===== config.mk =====
export PLATFORM = sky130hd
export DESIGN_NAME = param_shift_register
export DESIGN_NICKNAME = d
export VERILOG_FILES = /design/src/rtl/param_shift_pkg.sv /design/src/rtl/shift_step_unit.sv /design/src/rtl/param_shift_register.sv
export SDC_FILE = /design/constraint.sdc
export NUM_CORES = 1
export LEC_CHECK = 0
export ABC_AREA = 1
export CAP_MARGIN = 40
export CORE_UTILIZATION = 40
export DETAILED_ROUTE_END_ITERATION = 8
export PLACE_DENSITY = 0.69
export REMOVE_ABC_BUFFERS = 1
export SYNTH_ARGS = -nofsm -noshare
export SYNTH_HDL_FRONTEND = slang
export SYNTH_SLANG_ARGS = --single-unit

===== constraint.sdc =====
create_clock -name clk -period 1.4 [get_ports clk]
set_input_delay 0.28 -clock clk [delete_from_list [all_inputs] [get_ports clk]]
set_output_delay 0.28 -clock clk [all_outputs]
set_load 0.01 [all_outputs]

===== src/rtl/param_shift_pkg.sv =====
// Shared mode codes, FSM state encoding and mode classification for the burst shift register.
// No logic of its own; imported by the register top and its step unit.
package param_shift_pkg;

    localparam int MODE_W = 3;

    localparam logic [MODE_W-1:0] MODE_HOLD = 3'b000;
    localparam logic [MODE_W-1:0] MODE_SHR  = 3'b001;
    localparam logic [MODE_W-1:0] MODE_SHL  = 3'b010;
    localparam logic [MODE_W-1:0] MODE_LOAD = 3'b011;
    localparam logic [MODE_W-1:0] MODE_ROR  = 3'b100;
    localparam logic [MODE_W-1:0] MODE_ROL  = 3'b101;
    localparam logic [MODE_W-1:0] MODE_ASR  = 3'b110;
    localparam logic [MODE_W-1:0] MODE_RSVD = 3'b111;

    typedef enum logic {
        ST_IDLE  = 1'b0,
        ST_SHIFT = 1'b1
    } state_t;

    // True for the modes that consume the step count.
    function automatic logic is_step_mode(input logic [MODE_W-1:0] m);
        return (m == MODE_SHR) || (m == MODE_SHL) || (m == MODE_ROR) ||
               (m == MODE_ROL) || (m == MODE_ASR);
    endfunction

endpackage


===== src/rtl/shift_step_unit.sv =====
// One-step next value of the register for a given mode; purely combinational, zero latency.
// No flow control: non-step modes pass q_i through unchanged.
module shift_step_unit
    import param_shift_pkg::*;
#(
    parameter int WIDTH = 8
) (
    input  logic [WIDTH-1:0]  q_i,
    input  logic [MODE_W-1:0] mode_i,
    input  logic              sin_l_i,
    input  logic              sin_r_i,
    output logic [WIDTH-1:0]  step_o
);

    always_comb begin
        step_o = q_i;
        case (mode_i)
            MODE_SHR: step_o = {sin_l_i, q_i[WIDTH-1:1]};
            MODE_SHL: step_o = {q_i[WIDTH-2:0], sin_r_i};
            MODE_ROR: step_o = {q_i[0], q_i[WIDTH-1:1]};
            MODE_ROL: step_o = {q_i[WIDTH-2:0], q_i[WIDTH-1]};
            MODE_ASR: step_o = {q_i[WIDTH-1], q_i[WIDTH-1:1]};
            default:  step_o = q_i;
        endcase
    end

endmodule


===== src/rtl/param_shift_register.sv =====
// Shift/rotate/load register with N-step bursts; first step on the accepting edge, done one cycle after the last.
// No backpressure: start is only honoured in IDLE, requests while busy are dropped.
module param_shift_register
    import param_shift_pkg::*;
#(
    parameter int WIDTH = 8,
    parameter int CNT_W = 4
) (
    input  logic              clk,
    input  logic              reset,
    input  logic              start,
    input  logic [MODE_W-1:0] mode,
    input  logic [CNT_W-1:0]  amount,
    input  logic [WIDTH-1:0]  d,
    input  logic              sin_l,
    input  logic              sin_r,
    output logic [WIDTH-1:0]  q,
    output logic              sout_l,
    output logic              sout_r,
    output logic              busy,
    output logic              done
);

    state_t             state_q, state_d;
    logic [CNT_W-1:0]   cnt_q, cnt_d;
    logic [MODE_W-1:0]  mode_q, mode_d;
    logic [WIDTH-1:0]   q_q, q_d;
    logic               done_q, done_d;
    logic [MODE_W-1:0]  step_mode;
    logic [WIDTH-1:0]   step_val;

    // The accepting edge already steps, so the unit sees the live mode in IDLE.
    assign step_mode = (state_q == ST_SHIFT) ? mode_q : mode;

    shift_step_unit #(
        .WIDTH (WIDTH)
    ) u_step (
        .q_i     (q_q),
        .mode_i  (step_mode),
        .sin_l_i (sin_l),
        .sin_r_i (sin_r),
        .step_o  (step_val)
    );

    always_comb begin
        state_d = state_q;
        cnt_d   = cnt_q;
        mode_d  = mode_q;
        q_d     = q_q;
        done_d  = 1'b0;
        case (state_q)
            ST_IDLE: begin
                if (start) begin
                    if (mode == MODE_LOAD) begin
                        q_d    = d;
                        done_d = 1'b1;
                    end else if (is_step_mode(mode) && (amount != '0)) begin
                        q_d    = step_val;
                        mode_d = mode;
                        cnt_d  = amount - CNT_W'(1);
                        if (amount != CNT_W'(1)) begin
                            state_d = ST_SHIFT;
                        end else begin
                            done_d = 1'b1;
                        end
                    end else begin
                        done_d = 1'b1;
                    end
                end
            end
            ST_SHIFT: begin
                q_d   = step_val;
                cnt_d = cnt_q - CNT_W'(1);
                if (cnt_q == CNT_W'(1)) begin
                    state_d = ST_IDLE;
                    done_d  = 1'b1;
                end
            end
            default: state_d = ST_IDLE;
        endcase
    end

    always_ff @(posedge clk) begin
        if (reset) begin
            state_q <= ST_IDLE;
            cnt_q   <= '0;
            mode_q  <= MODE_HOLD;
            q_q     <= '0;
            done_q  <= 1'b0;
        end else begin
            state_q <= state_d;
            cnt_q   <= cnt_d;
            mode_q  <= mode_d;
            q_q     <= q_d;
            done_q  <= done_d;
        end
    end

    assign q      = q_q;
    assign sout_l = q_q[WIDTH-1];
    assign sout_r = q_q[0];
    assign busy   = (state_q == ST_SHIFT);
    assign done   = done_q;

endmodule

==> flow_summary.toml <==
[logic_synthesis]
synth_mux_area_share_pct = 0
synth_top_area_cell = "dfxtp_1"
async_flop_share_pct = 0
synthCells = 197
ys_top_cells_by_area = "dfxtp_1 (26%), nand2_1 (12%), nand3_1 (8.1%)"
synth_cell_types = 31
synthTopCellsByCount = "nand2_1 (43), nand3_1 (21), nor2_1 (20), dfxtp_1 (17), inv_1 (16)"
synth_top_family_by_area = "simple AND/OR/NAND/NOR gates"
synth_top_area_share_pct = 26.1
synthXorXnorAreaFrac_pct = 2.02
synth-compound-area-share_pct = 16.4
ys.flop_type = "dfxtp_1"
synth_area_per_cell_um2 = 6.61
synth_edf_count = 0
synth_warnings = 0
synth_area_um2 = 1300
synthAdderAreaFrac_pct = 3.84
yosysMostFrequentCell = "nand2_1"
synth_seq_cells = 17
ys_seq_area_share_pct = 26.1
synth_simple_gate_area_share_pct = 41.2

[route]
routed_wl_um = 3840
vias = 1554
drt-pass1-iter-count = 4
wl_per_cell_um = 12.5
vias_per_cell = 5.05
met1_length_um = 1790
drtAntennaViolNets = 0
dr_wl_met3_um = 143
highest_layer = "met4"
drc_errors = 0
drt-initial-drc-count = 89
routed-wl-met2_um = 1860

[setup_path]
required_ps = 1610
critPathLaunchType = "flop"
crit_arrival_ps = 1650
r2r-end = "q[2]"
startpoint = "busy"
reg2reg_from = "busy"
cp-end-kind = "flop"
cp_max_fo = 7
critPathKind = "reg -> reg"
rr_worst_depth = 8
ff2ff_setup_slack_ps = -40

[clock_network]
clk_latency_ps = 310
cts_sinks = 17
numCtsBuffers = 3
cts.reportedPaths.clkPinSlew_ps = 110
cts_hold_buf = 0
cts-root-buf = "clkbuf_4"
cts.path.max_buffers = 2
cts_tree = "yes"
h-tree-depth = 1

[timing]
setup_viol = 8
clock-skew-final_ps = 3.58
tightestPinTransition_ps = 281
layout_setup_ws_ps = -44.4
finalCritPeriodShare_pct = 103
rsz0062_at_grt = "true"
fin_crit_ps = 1440
whs_ps = 439
finalHoldViolations = 0
slew_viol_final = 0
tns_ps = -219
fmax_mhz = 692
relSlewSlack_pct = 81.2

[global_routing]
grt_pass1_wl_um = 6510
grt_start_max_net_pins = 14
grt-ovfl-total = 0
antenna_found_initial = 0
gr-usage-all-layers_pct = 24.5
first_global_vias = 1420

[outcome]
status = "complete, but fails checks"
failed_checks = "negative setup slack"

[cells_and_area]
final_cells = 308
layout-drive-gt1-share_pct = 34.1
nets = 289
fillerInstances = 285
area_growth_syn_to_layout_pct = 62.4
multiInputGateArea_um2 = 990
diodes = 0
regArea_um2 = 345
post-route-util_pct = 68.7

[die]
die-area_um2 = 3490
num_rows = 20
core_area_um2 = 3080
die_width_um = 59.1
initial_core_util_pct = 42.3
die_h_um = 59.1
ios = 32

[place]
hpwl_um = 2660
gp_congestion = 0.845
dp.cells = 295
port-buffer-count = 31

[worst_hold_path]
hp-class = "in -> reg"
min_delay_path_depth = 3
hp-start = "mode[2]"
min_to = "mode_q[2]"

[power_and_ir_drop]
power.leakage_nw = 0.972
power.density_nw_per_um2 = 791
peakVddDrop_mv = 0.690

[job]
maxCapViolations = 0
-- cell usage in the layout (no fill, tap or decap), drive strengths merged --
master,instances
nand2,53
buf,39
nand3,23
nor2,21
inv,21
a21oi,18
dfxtp,17
dlygate4sd2,16
clkdlybuf4s50,13
o21ai,11
nand4,9
ha,4
clkbuf,4
or2,2
a211oi,2
nor3,2
a31oi,2
xor2,2
clkinv,2
xnor2,1
o211ai,1
dlymetal6s2s,1
-- area by class of cell --
type	count	area share, %
clock inverter	1	0.237
timing repair buffer	70	28.5
sequential	17	16.3
inverter	22	4.49
clock buffer	3	1.06
multi-input combinational	151	46.8
tap	44	2.60
-- layer usage --
| metal | GRT usage, % | vias up |
|---|---|---|
| met5 | 0 | - |
| met1 | 33.0 | 714 |
| met4 | 8.50 | 0 |
| met3 | 2.62 | 5 |
| li1 | - | 792 |
| met2 | 40.7 | 43 |
-- worst max-delay path, stage by stage, from the launching register on --
cell,delay (ps)
dfxtp_4,430
inv_6,60
nand2_4,80
nand2_8,100
o21ai_4,220
nand2_4,100
or2_0,200
nand3_1,100
a21oi_2,50
-- worst max path at each step --
stage / to / slack (ps) / depth (start not counted)
2_1_floorplan: q[2] / -350 / 8
3_3_place_gp: q[2] / -470 / 10
3_5_place_dp: cnt_q[3] / -560 / 10
4_1_cts: q[2] / -40 / 9
5_1_grt: q[4] / -120 / 8
6_report: q[2] / -40 / 8
-- stage by stage --
| stage | total power, W | instance area (um^2) | setup WS, ps |
|---|---|---|---|
| after floorplan | 0.000959 | 1250 | -350 |
| after global placement | 0.00127 | 1850 | -473 |
| after detailed placement | 0.00128 | 1850 | -565 |
| after CTS | 0.00163 | 2060 | -35.7 |
| after global routing | 0.00179 | 2120 | -122 |
| final | 0.00167 | 2120 | -44.4 |
-- power by group --
part,leakage (nW),internal [W],total (W),switching [W]
sequential,0.141,0.000535,0.000574,0.0000397
clock,0.0177,0.000107,0.000286,0.000179
combinational,0.813,0.000374,0.000813,0.000439
-- kinds of logic after synthesis --
logic type,count (synthesis)
AND/OR/NAND/NOR,110
AO/OA/AOI/OAI,34
buffers and inverters,29
flip-flops,17
adder cells (fa/ha/maj),4
XOR/XNOR,3
-- sequential cells by signal, indices dropped and copies added, names as in the netlist --
signal  flops
mode_q      3
q           8
done        1
cnt_q       4
busy        1
-- timing repair --
action                                  4_1_cts  5_1_grt
setup buffers                                 8        0
pin swaps                                    26       16
cloned                                        1        0
resized for setup                            57       15
endpoints found under the setup margin       28       12
Note: power is estimated with default switching activity, not from simulation.
